File: config.mk
export PLATFORM = sky130hd
export DESIGN_NAME = fixed_to_float_converter_flat
export DESIGN_NICKNAME = d
export VERILOG_FILES = /design/src/rtl/fixed_to_float_converter_if.sv /design/src/rtl/fixed_to_float_converter.sv /design/src/flat_wrapper.sv
export SDC_FILE = /design/constraint.sdc
export NUM_CORES = 1
export LEC_CHECK = 0
export ABC_CLOCK_PERIOD_IN_PS = 5000
export CELL_PAD_IN_SITES_DETAIL_PLACEMENT = 0
export CELL_PAD_IN_SITES_GLOBAL_PLACEMENT = 1
export CORE_AREA = 2 2 99 101
export CTS_CLUSTER_SIZE = 14
export DETAILED_ROUTE_END_ITERATION = 10
export DIE_AREA = 0 0 101 103
export PLACE_DENSITY_LB_ADDON = 0.12
export SLEW_MARGIN = 30
export SYNTH_ARGS = -nofsm -noshare
export SYNTH_HDL_FRONTEND = slang
export SYNTH_SLANG_ARGS = --single-unit
File: constraint.sdc
create_clock -name CLK -period 5 [get_ports CLK]
set_input_delay 0.5 -clock CLK [delete_from_list [all_inputs] [get_ports CLK]]
set_output_delay 0.5 -clock CLK [all_outputs]
set_load 0.05 [all_outputs]
File: src/rtl/fixed_to_float_converter_if.sv
// ---------------------------------------------------------------------------
// fixed_to_float_converter_if
//   Groups the Begin/ACK handshake and the data buses of the fixed-to-float
//   converter. The requester drives the operand and the start request; the
//   converter returns the single-precision result and a one-cycle ACK pulse.
//
//   Signals:
//     Begin_FSM_FF  requester -> converter  start request
//     FIXED[W-1:0]  requester -> converter  signed fixed-point operand
//     ACK_FF        converter -> requester  one-cycle "RESULT valid" pulse
//     RESULT[31:0]  converter -> requester  IEEE-754 single, held until next ACK
//
//   Modports:
//     master  the requester side
//     slave   the converter side
// ---------------------------------------------------------------------------
interface fixed_to_float_converter_if #(
    parameter int W = 32
);
    logic          Begin_FSM_FF;
    logic [W-1:0]  FIXED;
    logic          ACK_FF;
    logic [31:0]   RESULT;

    modport master (
        output Begin_FSM_FF,
        output FIXED,
        input  ACK_FF,
        input  RESULT
    );

    modport slave (
        input  Begin_FSM_FF,
        input  FIXED,
        output ACK_FF,
        output RESULT
    );
endinterface

File: src/rtl/fixed_to_float_converter.sv
// ---------------------------------------------------------------------------
// fixed_to_float_converter
//   Converts a signed two's-complement fixed-point word (value = FIXED * 2^-FRAC)
//   into an IEEE-754 single-precision float. One operand at a time; the
//   magnitude is normalised one left shift per clock, then packed with
//   truncation (round toward zero).
//
//   Parameters:
//     W     fixed-point word width, 24..64
//     FRAC  number of fractional bits (FRAC <= 126, W-1-FRAC <= 127)
//
//   Ports:
//     CLK     system clock, rising edge
//     RST_FF  synchronous reset, active high; aborts a conversion in flight
//     bus     slave side of fixed_to_float_converter_if
//               Begin_FSM_FF  start request, only looked at while idle
//               FIXED         operand, captured on the accepting edge
//               ACK_FF        one-cycle pulse when RESULT is updated
//               RESULT        packed float, stable between ACK pulses
//
//   Latency: ACK_FF rises 2 + s edges after the accepting edge, where s is
//   the leading-zero count of |FIXED| (0 for a zero operand).
// ---------------------------------------------------------------------------
module fixed_to_float_converter #(
    parameter int W    = 32,
    parameter int FRAC = 24
) (
    input  logic                           CLK,
    input  logic                           RST_FF,
    fixed_to_float_converter_if.slave      bus
);

    // Shift counter must reach W-1 (operand magnitude of 1).
    localparam int SW = $clog2(W) + 1;

    // Biased exponent of a magnitude whose leading one sits at bit W-1;
    // every extra normalising shift lowers it by one.
    localparam int EXP_BIAS = W - 1 - FRAC + 127;

    typedef enum logic [1:0] {
        IDLE,
        NORM,
        PACK,
        DONE
    } state_t;

    state_t          r_state;
    logic            r_sign;
    logic [W-1:0]    r_mag;
    logic [SW-1:0]   r_shift;
    logic            r_ack;
    logic [31:0]     r_result;

    state_t          w_nextState;
    logic            w_nextSign;
    logic [W-1:0]    w_nextMag;
    logic [SW-1:0]   w_nextShift;
    logic            w_nextAck;
    logic [31:0]     w_nextResult;

    logic [W-1:0]    w_absFixed;
    logic            w_normalised;
    logic [7:0]      w_exp;
    logic [22:0]     w_mant;
    logic [31:0]     w_packed;

    // Magnitude of the incoming operand. The most negative value negates to
    // itself, which read as unsigned is exactly 2^(W-1), so no special case.
    assign w_absFixed = bus.FIXED[W-1] ? (-bus.FIXED) : bus.FIXED;

    // Normalisation stops on a zero magnitude as well, otherwise a zero
    // operand would shift forever.
    assign w_normalised = (r_mag == '0) || r_mag[W-1];

    assign w_exp  = 8'(EXP_BIAS - 32'(r_shift));

    // Bits just below the hidden one; W >= 24 guarantees 23 of them exist,
    // and everything further down is simply dropped (truncation).
    assign w_mant = r_mag[W-2 -: 23];

    // A zero magnitude always packs to +0, even for a negative sign.
    assign w_packed = (r_mag == '0) ? 32'h0000_0000 : {r_sign, w_exp, w_mant};

    // Next-state and datapath decisions for the conversion sequence.
    always_comb begin
        w_nextState  = r_state;
        w_nextSign   = r_sign;
        w_nextMag    = r_mag;
        w_nextShift  = r_shift;
        w_nextAck    = 1'b0;
        w_nextResult = r_result;

        case (r_state)
            IDLE: begin
                if (bus.Begin_FSM_FF) begin
                    w_nextSign  = bus.FIXED[W-1];
                    w_nextMag   = w_absFixed;
                    w_nextShift = '0;
                    w_nextState = NORM;
                end
            end
            NORM: begin
                if (w_normalised) begin
                    w_nextState = PACK;
                end else begin
                    w_nextMag   = r_mag << 1;
                    w_nextShift = r_shift + SW'(1);
                end
            end
            PACK: begin
                w_nextResult = w_packed;
                w_nextAck    = 1'b1;
                w_nextState  = DONE;
            end
            DONE: begin
                w_nextState = IDLE;
            end
            default: begin
                w_nextState = IDLE;
            end
        endcase
    end

    // State and datapath registers; reset drops any conversion in flight
    // without acknowledging it.
    always_ff @(posedge CLK) begin
        if (RST_FF) begin
            r_state  <= IDLE;
            r_sign   <= 1'b0;
            r_mag    <= '0;
            r_shift  <= '0;
            r_ack    <= 1'b0;
            r_result <= 32'h0000_0000;
        end else begin
            r_state  <= w_nextState;
            r_sign   <= w_nextSign;
            r_mag    <= w_nextMag;
            r_shift  <= w_nextShift;
            r_ack    <= w_nextAck;
            r_result <= w_nextResult;
        end
    end

    assign bus.ACK_FF = r_ack;
    assign bus.RESULT = r_result;

endmodule

File: src/flat_wrapper.sv
// flat-port wrapper written by rule: the top's interface ports become plain ports
module fixed_to_float_converter_flat 
#(
    parameter int W    = 32,
    parameter int FRAC = 24
)
  (CLK, RST_FF, bus_Begin_FSM_FF, bus_FIXED, bus_ACK_FF, bus_RESULT);
  fixed_to_float_converter_if #(.W(W)) bus_i ();
  input  logic CLK;
  input  logic RST_FF;
  input wire logic [$bits(bus_i.Begin_FSM_FF)-1:0] bus_Begin_FSM_FF;
  input wire logic [$bits(bus_i.FIXED)-1:0] bus_FIXED;
  output wire logic [$bits(bus_i.ACK_FF)-1:0] bus_ACK_FF;
  output wire logic [$bits(bus_i.RESULT)-1:0] bus_RESULT;
  assign bus_i.Begin_FSM_FF = bus_Begin_FSM_FF;
  assign bus_i.FIXED = bus_FIXED;
  assign bus_ACK_FF = bus_i.ACK_FF;
  assign bus_RESULT = bus_i.RESULT;
  fixed_to_float_converter #(.W(W), .FRAC(FRAC)) u_core (.CLK(CLK), .RST_FF(RST_FF), .bus(bus_i));
endmodule
# After elaboration in Yosys (flattened, before gate mapping)
# Index checks and enable logic that the tools add are counted.
# Widths: inputs -> output; s select.
dict set report word_totals {
  latchBits 0
  elab_cells 34
  ram_bits 0
  out_inout_bits 33
  ff_bits 74
  input_bits 35
  memories 0
  romBits 0
}
dict set report classes {
  div_mod_pow 0
  n_eq_ne 6
  bitwise 0
  n_shift 0
  mul 0
  n_mux 12
  add_sub_neg 3
  magnitude_cmp 0
  reduce_logical 7
}
# op n
set ops {}
lappend ops {{$mux 32} 4}
lappend ops {{$pmux 32 s2} 1}
lappend ops {{$logic_not 32->1} 1}
lappend ops {{$neg 32->32} 1}
lappend ops {{$mux 6} 2}
lappend ops {{$pmux 6 s2} 1}
lappend ops {{$pmux 2 s4} 1}
lappend ops {{$sub 8x6->8 const A} 1}
lappend ops {{$add 6x1->6 const B} 1}
lappend ops {{$eq 2x2->1 const B} 2}
lappend ops {{$mux 2} 2}
lappend ops {{$ne 2x2->1 const B} 2}
lappend ops {{$reduce_and 2->1} 2}
lappend ops {{$reduce_and 3->1} 1}
lappend ops {{$eq 2x1->1 const B} 1}
lappend ops {{$logic_not 2->1} 1}
lappend ops {{$ne 2x1->1 const B} 1}
lappend ops {{$reduce_bool 2->1} 1}
lappend ops {{$logic_or 1x1->1} 1}
lappend ops {{$mux 1} 1}

# Depth between registers and ports, before layout
# Gate-level depths: netlist of run 1.
dict set report logic_depth {
  depth_word 4
  mapped_depth 10
  ltp_nobuf 8
}

# Worst setup path before layout of run 1
# OpenSTA, ideal clock, no wires.
dict set report synth_path {
  path_type {input to register}
  from {input bus_FIXED[1]}
  to {register u_core.r_mag[24]}
  setup_time_ns 0.132
  path_buffers 2
  t_arrival_ns 2.524
  required_time_ns 4.868
  slack_ns 2.344
  path_stages 10
  cell_sequence {inv_1 > ha_1 > or3b_2 > buf_2 > or4_4 > buf_6 > o41ai_4 > xnor2_1 > o211ai_2 > a21oi_1}
}
dict set report synth_between {
  elab_chain_cells 4
}
# element line
set synth_lines {}
lappend synth_lines {{from (decl)} flat_wrapper.sv:12} ;# input wire logic [$bits(bus_i.FIXED)-1:0] bus_FIXED;
lappend synth_lines {{$neg 32->32} fixed_to_float_converter.sv:69} ;# assign w_absFixed = bus.FIXED[W-1] ? (-bus.FIXED) : bus.FIXED;
lappend synth_lines {{$mux 32} fixed_to_float_converter.sv:69}
lappend synth_lines {{$mux 32} fixed_to_float_converter.sv:95} ;# if (bus.Begin_FSM_FF) begin
lappend synth_lines {{$pmux 32 s2} fixed_to_float_converter.sv:93} ;# case (r_state)
lappend synth_lines {{to (signal assigned)} fixed_to_float_converter.sv:137} ;# r_mag <= w_nextMag;
lappend synth_lines {{to (decl)} fixed_to_float_converter.sv:49} ;# logic [W-1:0] r_mag;
# No other way between the ends. The select of a mux whose other input is x is not followed.
# A chain may end at the register's enable or synchronous reset.

# Worst setup path in the final report of run 1
dict set report layout_path {
  from {register u_core.r_mag[18]}
  to {register u_core.r_mag[31]}
}
dict set report layout_between {
  elab_chain_cells 4
}
# element line
set layout_lines {}
lappend layout_lines {{$logic_not 32->1} fixed_to_float_converter.sv:73} ;# assign w_normalised = (r_mag == '0) || r_mag[W-1];
lappend layout_lines {{$logic_or 1x1->1} fixed_to_float_converter.sv:73}
lappend layout_lines {{$ne 2x2->1 (no line)} n/a}
lappend layout_lines {{$reduce_and 3->1 (no line)} n/a}
# No other way between the ends.

==> impl_metrics.toml, run 1 <==
[worst_setup_path]
slowest_stage = "a31oi_2"
worstPathRequired_ns = 5.27
worstPathCellList = "nor4_1, nand4_1, o2111a_1, a31oi_2, buf_4, a211oi_1, a211oi_1"
worstPathArrival_ns = 3.29
crit_type = "register to register"
path_max_fanout = 23
slowest_delay_ns = 0.71
reg2reg_depth = 7
critPathLaunchType = "register"
cp-end-kind = "register"
cpMostUsedCell = "a211oi_1"

[timing]
fin_worst_skew_ns = 0.0157
fin_crit_ns = 3.02
max_freq_mhz = 331
drv_slew = 0
fin_setup_tns_ns = 0
setup_violations = 0
slew_headroom_pct = 39.3
worst_pin_slew_ns = 0.911
grt_setup_unrepaired = "no"
hold_viol_final = 0
period_share_pct = 60.5

[place]
dp_hpwl_mm = 6.40
io_buffers = 67
placed_cells = 607
routabilityCongestion = 0.748

[floorplanning]
dieArea_mm2 = 0.0104
rows = 36
io_pins = 68
start_util_pct = 40.6
coreArea_mm2 = 0.00946
die_h_um = 103
die_w_um = 101

[run_status]
status = "completed"

[power]
combPwrFrac_pct = 41.7
power-per-cell-area_mw_per_mm2 = 488
p_sw_w = 0.000982
swShare_pct = 42.4
vdd_drop_max_v = 0.000212
power.total_w = 0.00232
power_frac_seq_pct = 37.4
clockPowerShare_pct = 20.9
internal-power_w = 0.00134
p_leak_nw = 1.60

[final_layout]
finalNonFillerCells = 623
utilization_pct = 50.2
fin_nets = 544
num_antenna_cells = 0
areaGrowthSynthToFinish_pct = 23.5
drive_gt1_share_pct = 8.06

[logic_synthesis]
synth_edf_count = 0
syn_area_mm2 = 0.00384
syn_area_per_cell_um2 = 8.35
synthTopCellsByCount = "dfxtp_1 (74), nand2_1 (54), nor2_1 (40)"
synthDistinctLibCells = 45
synth_area_leader_cell = "dfxtp_1"
synth_largest_type_area_fraction_pct = 38.6
syn_inst = 460
postSynth.asyncResetShare_pct = 0
synth_nets = 500
yosysSeqAreaShare_pct = 38.6
synth_area_leaders = "dfxtp_1 (39%), a22oi_1 (5.5%), nand2_1 (5.3%)"
yosys_register_bits = 74
synth_ff_type = "dfxtp_1"
yosys_warnings = 0
yosysMostFrequentCell = "dfxtp_1"

[routing]
wl_mm = 9.47
drt_iter0_drc = 129
dr.pass1.iters = 4
drc_errors = 0
drtAntennaViolNets = 0
vias = 3460
vias_per_cell = 5.55
wire_per_inst_um = 15.2

[cts]
cts_tree = "built"
insertion_delay_ns = 0.36
cts_buffers = 9
cts.clk_slew.worst_paths_ns = 0.08
post_cts_resize_count = 0
hold_buffers = 0
cts_root_buf = "clkbuf_8"
htreeDepth = 3
clockBufferDepth = 2
post_cts_buffers = 0
cts_num_sinks = 74

[flow_run]
maxCapViolations = 0

[global_routing]
grt_max_degree = 50
grt_pass1_vias = 3113
grt_pass1_wl_mm = 15.7
track_usage_pct = 19.2
antenna_found_initial = 0
grt-ovfl-total = 0

[min_path]
min_path_cells = 2
hp-class = "register to register"
[worst paths after layout]
| check | start | slack, ns | endpoint |
|---|---|---|---|
| max | u_core.r_mag[18] | 1.98 | u_core.r_mag[31] |
| min | u_core.r_sign | 0.46 | u_core.r_sign |
| max reg2reg | u_core.r_mag[18] | 1.98 | u_core.r_mag[31] |
| min reg2reg | u_core.r_sign | 0.46 | u_core.r_sign |
[cells by family (layout without fill, tap and decap cells)]
group	Yosys count	in the layout	share of synthesized area (%)
buffers and inverters	48	97	5.02
and+or+nand+nor	162	162	20.7
adders and majority gates	5	5	1.63
DFF	74	74	38.6
muxes	2	2	0.521
AOI/OAI and AO/OA	137	137	26.3
xor gates and xnor gates	32	32	7.30
[flip-flops by register name, indices dropped and copies added, names as in the netlist]
signal	cells
u_core.bus.RESULT	32
u_core.r_mag	32
u_core.r_state	2
u_core.r_sign	1
u_core.bus.ACK_FF	1
u_core.r_shift	6
[per-stage QoR]
step | hold slack, ns | instance area, µm² | setup WS (ns)
3_5_place_dp | 0.452 | 4540 | 1.80
3_3_place_gp | 0.448 | 4540 | 1.84
5_1_grt | 0.491 | 4740 | 1.84
4_1_cts | 0.463 | 4740 | 1.83
6_report | 0.460 | 4740 | 1.98
2_1_floorplan | 0.436 | 3840 | 2.34
[critical path, delay by kind of cell, from the launching register on]
kind / cells / cell delay, ns
AOI/OAI and AO/OA: 4 / 1.49
DFF: 1 / 0.34
and+or+nand+nor: 2 / 0.67
buffers and inverters: 1 / 0.41
[placed cells by master, fill, tap and decap left out, types with 3 or more instances in the layout]
master           count
dfxtp_1             74
nand2_1             54
or4_1                5
or3_1               11
clkinv_2             3
xnor2_1             17
o21ai_0             11
inv_1                6
nor4_1              10
a22oi_1             28
o41ai_1              5
clkbuf_8            11
xor2_1              15
nand2b_1            18
ha_1                 5
o221ai_1             3
clkdlybuf4s50_1     66
a21oi_1             38
o31ai_1              8
nor2_1              39
o211ai_1            26
nand3b_1             5
nand3_1              5
o31ai_2              7
buf_4                6
nor3_1               3
[power groups by stage]
stage,clock network (W),logic (W),registers (W)
final,0.000484,0.000966,0.000867
after global routing,0.000524,0.00108,0.000887
after CTS,0.000495,0.000977,0.000864
after detailed placement,0,0.000971,0.000878
after global placement,0,0.000961,0.000877
after floorplan,0,0.000631,0.000924
[area by class of cell]
type	count	area, µm²
sequential	74	1480
inverter	8	30.0
fill	959	4710
tap	114	143
multi-input combinational	338	2180
clock inverter	5	52.6
timing repair buffer	73	711
clock buffer	11	151
[metal layers]
| metal | track usage (%) | up-vias | routed length, µm | part of all wire (%) |
|---|---|---|---|---|
| li1 | - | 1758 | - | - |
| met3 | 4.14 | 8 | 404 | 4.3 |
| met5 | 0 | - | 0 | 0 |
| met1 | 26.3 | 1618 | 4640 | 49 |
| met4 | 5.93 | 0 | 93 | 0.98 |
| met2 | 30.4 | 76 | 4340 | 46 |
Note: power is estimated with default switching activity, not from simulation.
==> run 2, diff against run 1 <==
ABC_CLOCK_PERIOD_IN_PS = 2500   (was 5000)
CORE_AREA = 2 2 108 110   (was 2 2 99 101)
DIE_AREA = 0 0 110 112   (was 0 0 101 103)
clock period = 2.5 ns   (was 5 ns; I/O delays follow)
==> run 2 against run 1 <==
Compared with the run above: clock-buffer cell count rose by 1; clock power rose to 3.0 times the previous value; clock skew fell by 0.0097 ns; utilization fell by 2.8 points; die area rose by 18%; via count rose by 4.7%; cell area rose by 11%; sequential power rose by 100%; critical path depth rose by 1; sequential share of layout area fell by 3.2 points; setup slack got worse by 1.9 ns; global-route usage fell by 0.86 points; critical path type is now input port to register; largest power group unchanged; highest routed layer unchanged.
==> impl_metrics.toml, run 2 (same netlist as run 1, synthesis figures left out) <==
[run_status]
status = "completed"

[global_routing]
track_usage_pct = 18.3
antenna_found_initial = 0
grt_pass1_vias = 3375
grt_pass1_wl_mm = 17.7
grt-ovfl-total = 0
grt_max_degree = 61

[worst_setup_path]
slowest_delay_ns = 0.56
slowest_stage = "or4_4"
crit_family = "simple AND/OR/NAND/NOR gates"
critPathLaunchType = "input port"
cp-end-kind = "register"
cp_num_buf_inv = 2
crit_type = "input port to register"
critPathLaunch = "bus_FIXED[10]"
r2r-start = "u_core.r_mag[17]"
path_max_fanout = 8
worstPathCellList = "clkdlybuf4s50_1, or4_4, or4_1, buf_4, o41ai_4, xnor2_1, o211ai_1, a21oi_1"
worstPathRequired_ns = 2.71
worstPathArrival_ns = 2.62

[routing]
drtAntennaViolNets = 0
vias = 3623
vias_per_cell = 5.24
drc_errors = 0
wire_per_inst_um = 15.6
drt_iter0_drc = 229
wl_mm = 10.8
dr.pass1.iters = 5

[final_layout]
register_area_mm2 = 0.00148
fill_cells = 1156
utilization_pct = 47.3
finalNonFillerCells = 691
multi_input_area_mm2 = 0.00222
mostFrequentLayoutCells = "dfxtp_1 (74), clkdlybuf4s50_1 (66), nand2_1 (54)"
drive_gt1_share_pct = 15.3
fin_nets = 583
areaGrowthSynthToFinish_pct = 37.7
num_antenna_cells = 0
final_common_cell = "dfxtp_1"

[cts]
cts_buffers = 9
insertion_delay_ns = 0.34
cts_root_buf = "clkbuf_16"
cts.clk_slew.worst_paths_ns = 0.06
cts_num_sinks = 74
cts_tree = "built"
htreeDepth = 3
hold_buffers = 0
clockBufferDepth = 2

[timing]
period_share_pct = 96.6
drv_slew = 0
hold_viol_final = 0
setup_violations = 0
slew_headroom_pct = 50.2
fin_crit_ns = 2.41
fin_setup_tns_ns = 0
max_freq_mhz = 414
grt_setup_unrepaired = "yes"
fin_worst_skew_ns = 0.00602
worst_pin_slew_ns = 0.747
worst_slack_ns = 0.0860

[place]
placed_cells = 675
dp_hpwl_mm = 7.54
preCtsSetupSlack_ns = -0.394
io_buffers = 67
routabilityCongestion = 0.760

[flow_run]
maxCapViolations = 0

[floorplanning]
die_h_um = 112
die_w_um = 110
rows = 39
start_util_pct = 34.4
coreArea_mm2 = 0.0112
io_pins = 68
dieArea_mm2 = 0.0123

[power]
vdd_drop_max_v = 0.000419
power.total_w = 0.00536
p_leak_nw = 1.87
power-per-cell-area_mw_per_mm2 = 1010

[min_path]
hp-start = "RST_FF"
hp-class = "input port to register"
==> run 2: cell types whose count changed in the layout (fill, tap and decap cells not counted), moves of 2 or more <==
cell,change
buf_4,+36
buf_12,+3
clkbuf_8,-8
clkinv_2,-2
clkbuf_16,+9
==> run 2: metal layers <==
layer | up-vias | routed length [µm] | GRT usage (%)
li1 | 1830 | - | -
met3 | 14 | 380 | 2.52
met5 | - | 0 | 0
met1 | 1702 | 5500 | 27.6
met2 | 77 | 4730 | 26.0
met4 | 0 | 180 | 7.17
==> run 2: report_power, final <==
part	internal, W	switching, W	total [W]
Sequential	0.00147	0.000280	0.00175
Combinational	0.000844	0.00132	0.00216
Clock	0.000954	0.000499	0.00145
==> run 2: through the flow <==
step           hold slack [ns]  cell area, µm²
2_1_floorplan            0.414            3840
3_5_place_dp             0.455            4910
6_report                 0.320            5290
5_1_grt                  0.346            5290
4_1_cts                  0.315            5250
3_3_place_gp             0.442            4910
==> run 2: final timing paths <==
kind                                end  slack (ns)  depth (start not counted)
hold reg to reg   u_core.bus.RESULT[25]        0.46                          2
setup / recovery       u_core.r_mag[21]        0.09                          8
setup reg to reg        u_core.r_mag[8]        0.21                          8
hold / removal    u_core.bus.RESULT[22]        0.32                          2
==> run 2: timing repair <==
| action | CTS | global route |
|---|---|---|
| buffers inserted | 0 | 0 |
| resized for setup | 1 | 6 |
| hold endpoints to repair | 0 | 0 |
| pin swaps | 2 | 2 |
| endpoints found under the setup margin | 4 | 5 |
==> run 2: cell type report <==
class	instances	area share, %
well taps	143	3.38
repair buffers	112	19.7
inverters	8	0.568
clock buffers	12	5.04
multi-input cells	338	42.0
flip-flops and latches	74	28.0
clock inverters	4	1.37
==> run 3, diff against run 2 <==
ABC_CLOCK_PERIOD_IN_PS = unset   (was 2500)
CELL_PAD_IN_SITES_DETAIL_PLACEMENT = unset   (was 0)
CELL_PAD_IN_SITES_GLOBAL_PLACEMENT = unset   (was 1)
CORE_AREA = 2 2 93 95   (was 2 2 108 110)
DIE_AREA = 0 0 95 97   (was 0 0 110 112)
==> run 3 against run 2 <==
Compared with the run above: non-clock buffer count down 2; largest cell class unchanged; final cell count fell by 5.6%; routed wire length shrank 9.6%; clock power shrank 30%; utilization is 15 points higher; via count grew 0.52%; flip-flop and latch count did not move; setup slack lost 0.035 ns; global-route usage increased by 3.1 points; die area is 25% lower.
==> impl_metrics.toml, run 3 (same netlist as run 1, synthesis figures left out) <==
[routing]
drt_iter0_drc = 200
vias = 3642
wl_mm = 9.75
drtAntennaViolNets = 0
drc_errors = 0
dr.pass1.iters = 5
wire_per_inst_um = 15.0
vias_per_cell = 5.59

[floorplanning]
die_w_um = 95
io_pins = 68
rows = 33
start_util_pct = 47.2
dieArea_mm2 = 0.00922
coreArea_mm2 = 0.00813
die_h_um = 97

[timing]
drv_slew = 0
hold_viol_final = 0
fin_crit_ns = 2.45
max_freq_mhz = 408
hold_slack_ns = 0.428
grt_setup_unrepaired = "yes"
setup_violations = 0
slew_headroom_pct = 46.5
period_share_pct = 98.0
worst_pin_slew_ns = 0.802
worst_slack_ns = 0.0511
fin_worst_skew_ns = 0.00798

[place]
routabilityCongestion = 0.826
preCtsSetupSlack_ns = -0.380
io_buffers = 67
dp_hpwl_mm = 6.68

[worst_setup_path]
path_max_fanout = 5
crit_type = "input port to register"
worstPathRequired_ns = 2.70
worstPathArrival_ns = 2.65
critPathLaunchType = "input port"
cp-end-kind = "register"

[global_routing]
grt_pass1_wl_mm = 16.0
grt_max_degree = 37
antenna_found_initial = 0
grt-ovfl-total = 0
track_usage_pct = 21.5
grt_pass1_vias = 3364

[final_layout]
areaGrowthSynthToFinish_pct = 32.4
fill_cells = 742
num_antenna_cells = 0
final_common_cell = "dfxtp_1"
mostFrequentLayoutCells = "dfxtp_1 (74), clkdlybuf4s50_1 (66), nand2_1 (54)"
drive_gt1_share_pct = 14.8
fin_nets = 582

[cts]
cts_tree = "built"
clockBufferDepth = 2
cts_buffers = 9
cts_root_buf = "clkbuf_8"
cts.clk_slew.worst_paths_ns = 0.08
insertion_delay_ns = 0.34
hold_buffers = 0
htreeDepth = 3
cts_num_sinks = 74
post_cts_buffers = 0

[run_status]
status = "completed"

[power]
p_leak_nw = 1.79
vdd_drop_max_v = 0.000493
power-per-cell-area_mw_per_mm2 = 958

[min_path]
hp-class = "input port to register"

[flow_run]
maxCapViolations = 0
==> run 3: what timing repair did <==
action                                  4_1_cts  5_1_grt
pin swaps                                     1        1
gates resized for setup                       1        5
cloned                                        0        1
endpoints found under the setup margin        2        6
==> run 3: critical path: stages <==
cell             delay [ns]
clkdlybuf4s50_1        0.43
inv_1                  0.08
ha_1                   0.16
or3b_4                 0.42
or4_4                  0.64
o31ai_2                0.25
xnor2_1                0.11
o211ai_1               0.21
a21oi_1                0.09
==> run 3: per-stage QoR <==
stage | instance area (µm²) | utilization (%) | TNS [ns] | std cells | power (W)
2_1_floorplan | 3840 | - | 0 | 460 | 0.00311
3_3_place_gp | 4830 | 59.4 | -3.79 | 635 | 0.00381
3_5_place_dp | 4830 | 59.4 | -4.52 | 635 | 0.00384
4_1_cts | 5050 | 62.1 | 0 | 651 | 0.00487
5_1_grt | 5090 | 62.5 | -0.162 | 652 | 0.00518
6_report | 5090 | 62.5 | 0 | 652 | 0.00487
==> run 3: final cells by class <==
type	instances	area, µm²	area share, %
tap	105	131	2.58
inverter	8	30.0	0.590
multi-input combinational	339	2210	43.5
timing repair buffer	110	1010	19.9
clock buffer	9	124	2.44
sequential	74	1480	29.1
clock inverter	7	93.8	1.85
==> run 3: per-layer routing <==
metal	up-vias	track usage [%]	wire, µm
met1	1676	29.9	4520
met4	0	6.02	136
met3	11	3.35	591
met2	118	34.2	4510
li1	1837	-	-
met5	-	0	0
==> run 3: path summary, 6_finish.rpt <==
path,slack (ns),endpoint,start,depth (start not counted)
setup reg to reg,0.13,u_core.r_mag[9],u_core.r_mag[18],8
hold / removal,0.43,u_core.bus.RESULT[9],RST_FF,2
setup / recovery,0.05,u_core.r_mag[16],bus_FIXED[1],9
hold reg to reg,0.46,u_core.r_sign,u_core.r_sign,2
==> run 3: power by group <==
group          total (W)  internal, W  switching (W)
Combinational    0.00212     0.000847        0.00127
Sequential       0.00173      0.00147       0.000264
Clock            0.00102     0.000560       0.000458
Total            0.00487      0.00287        0.00200
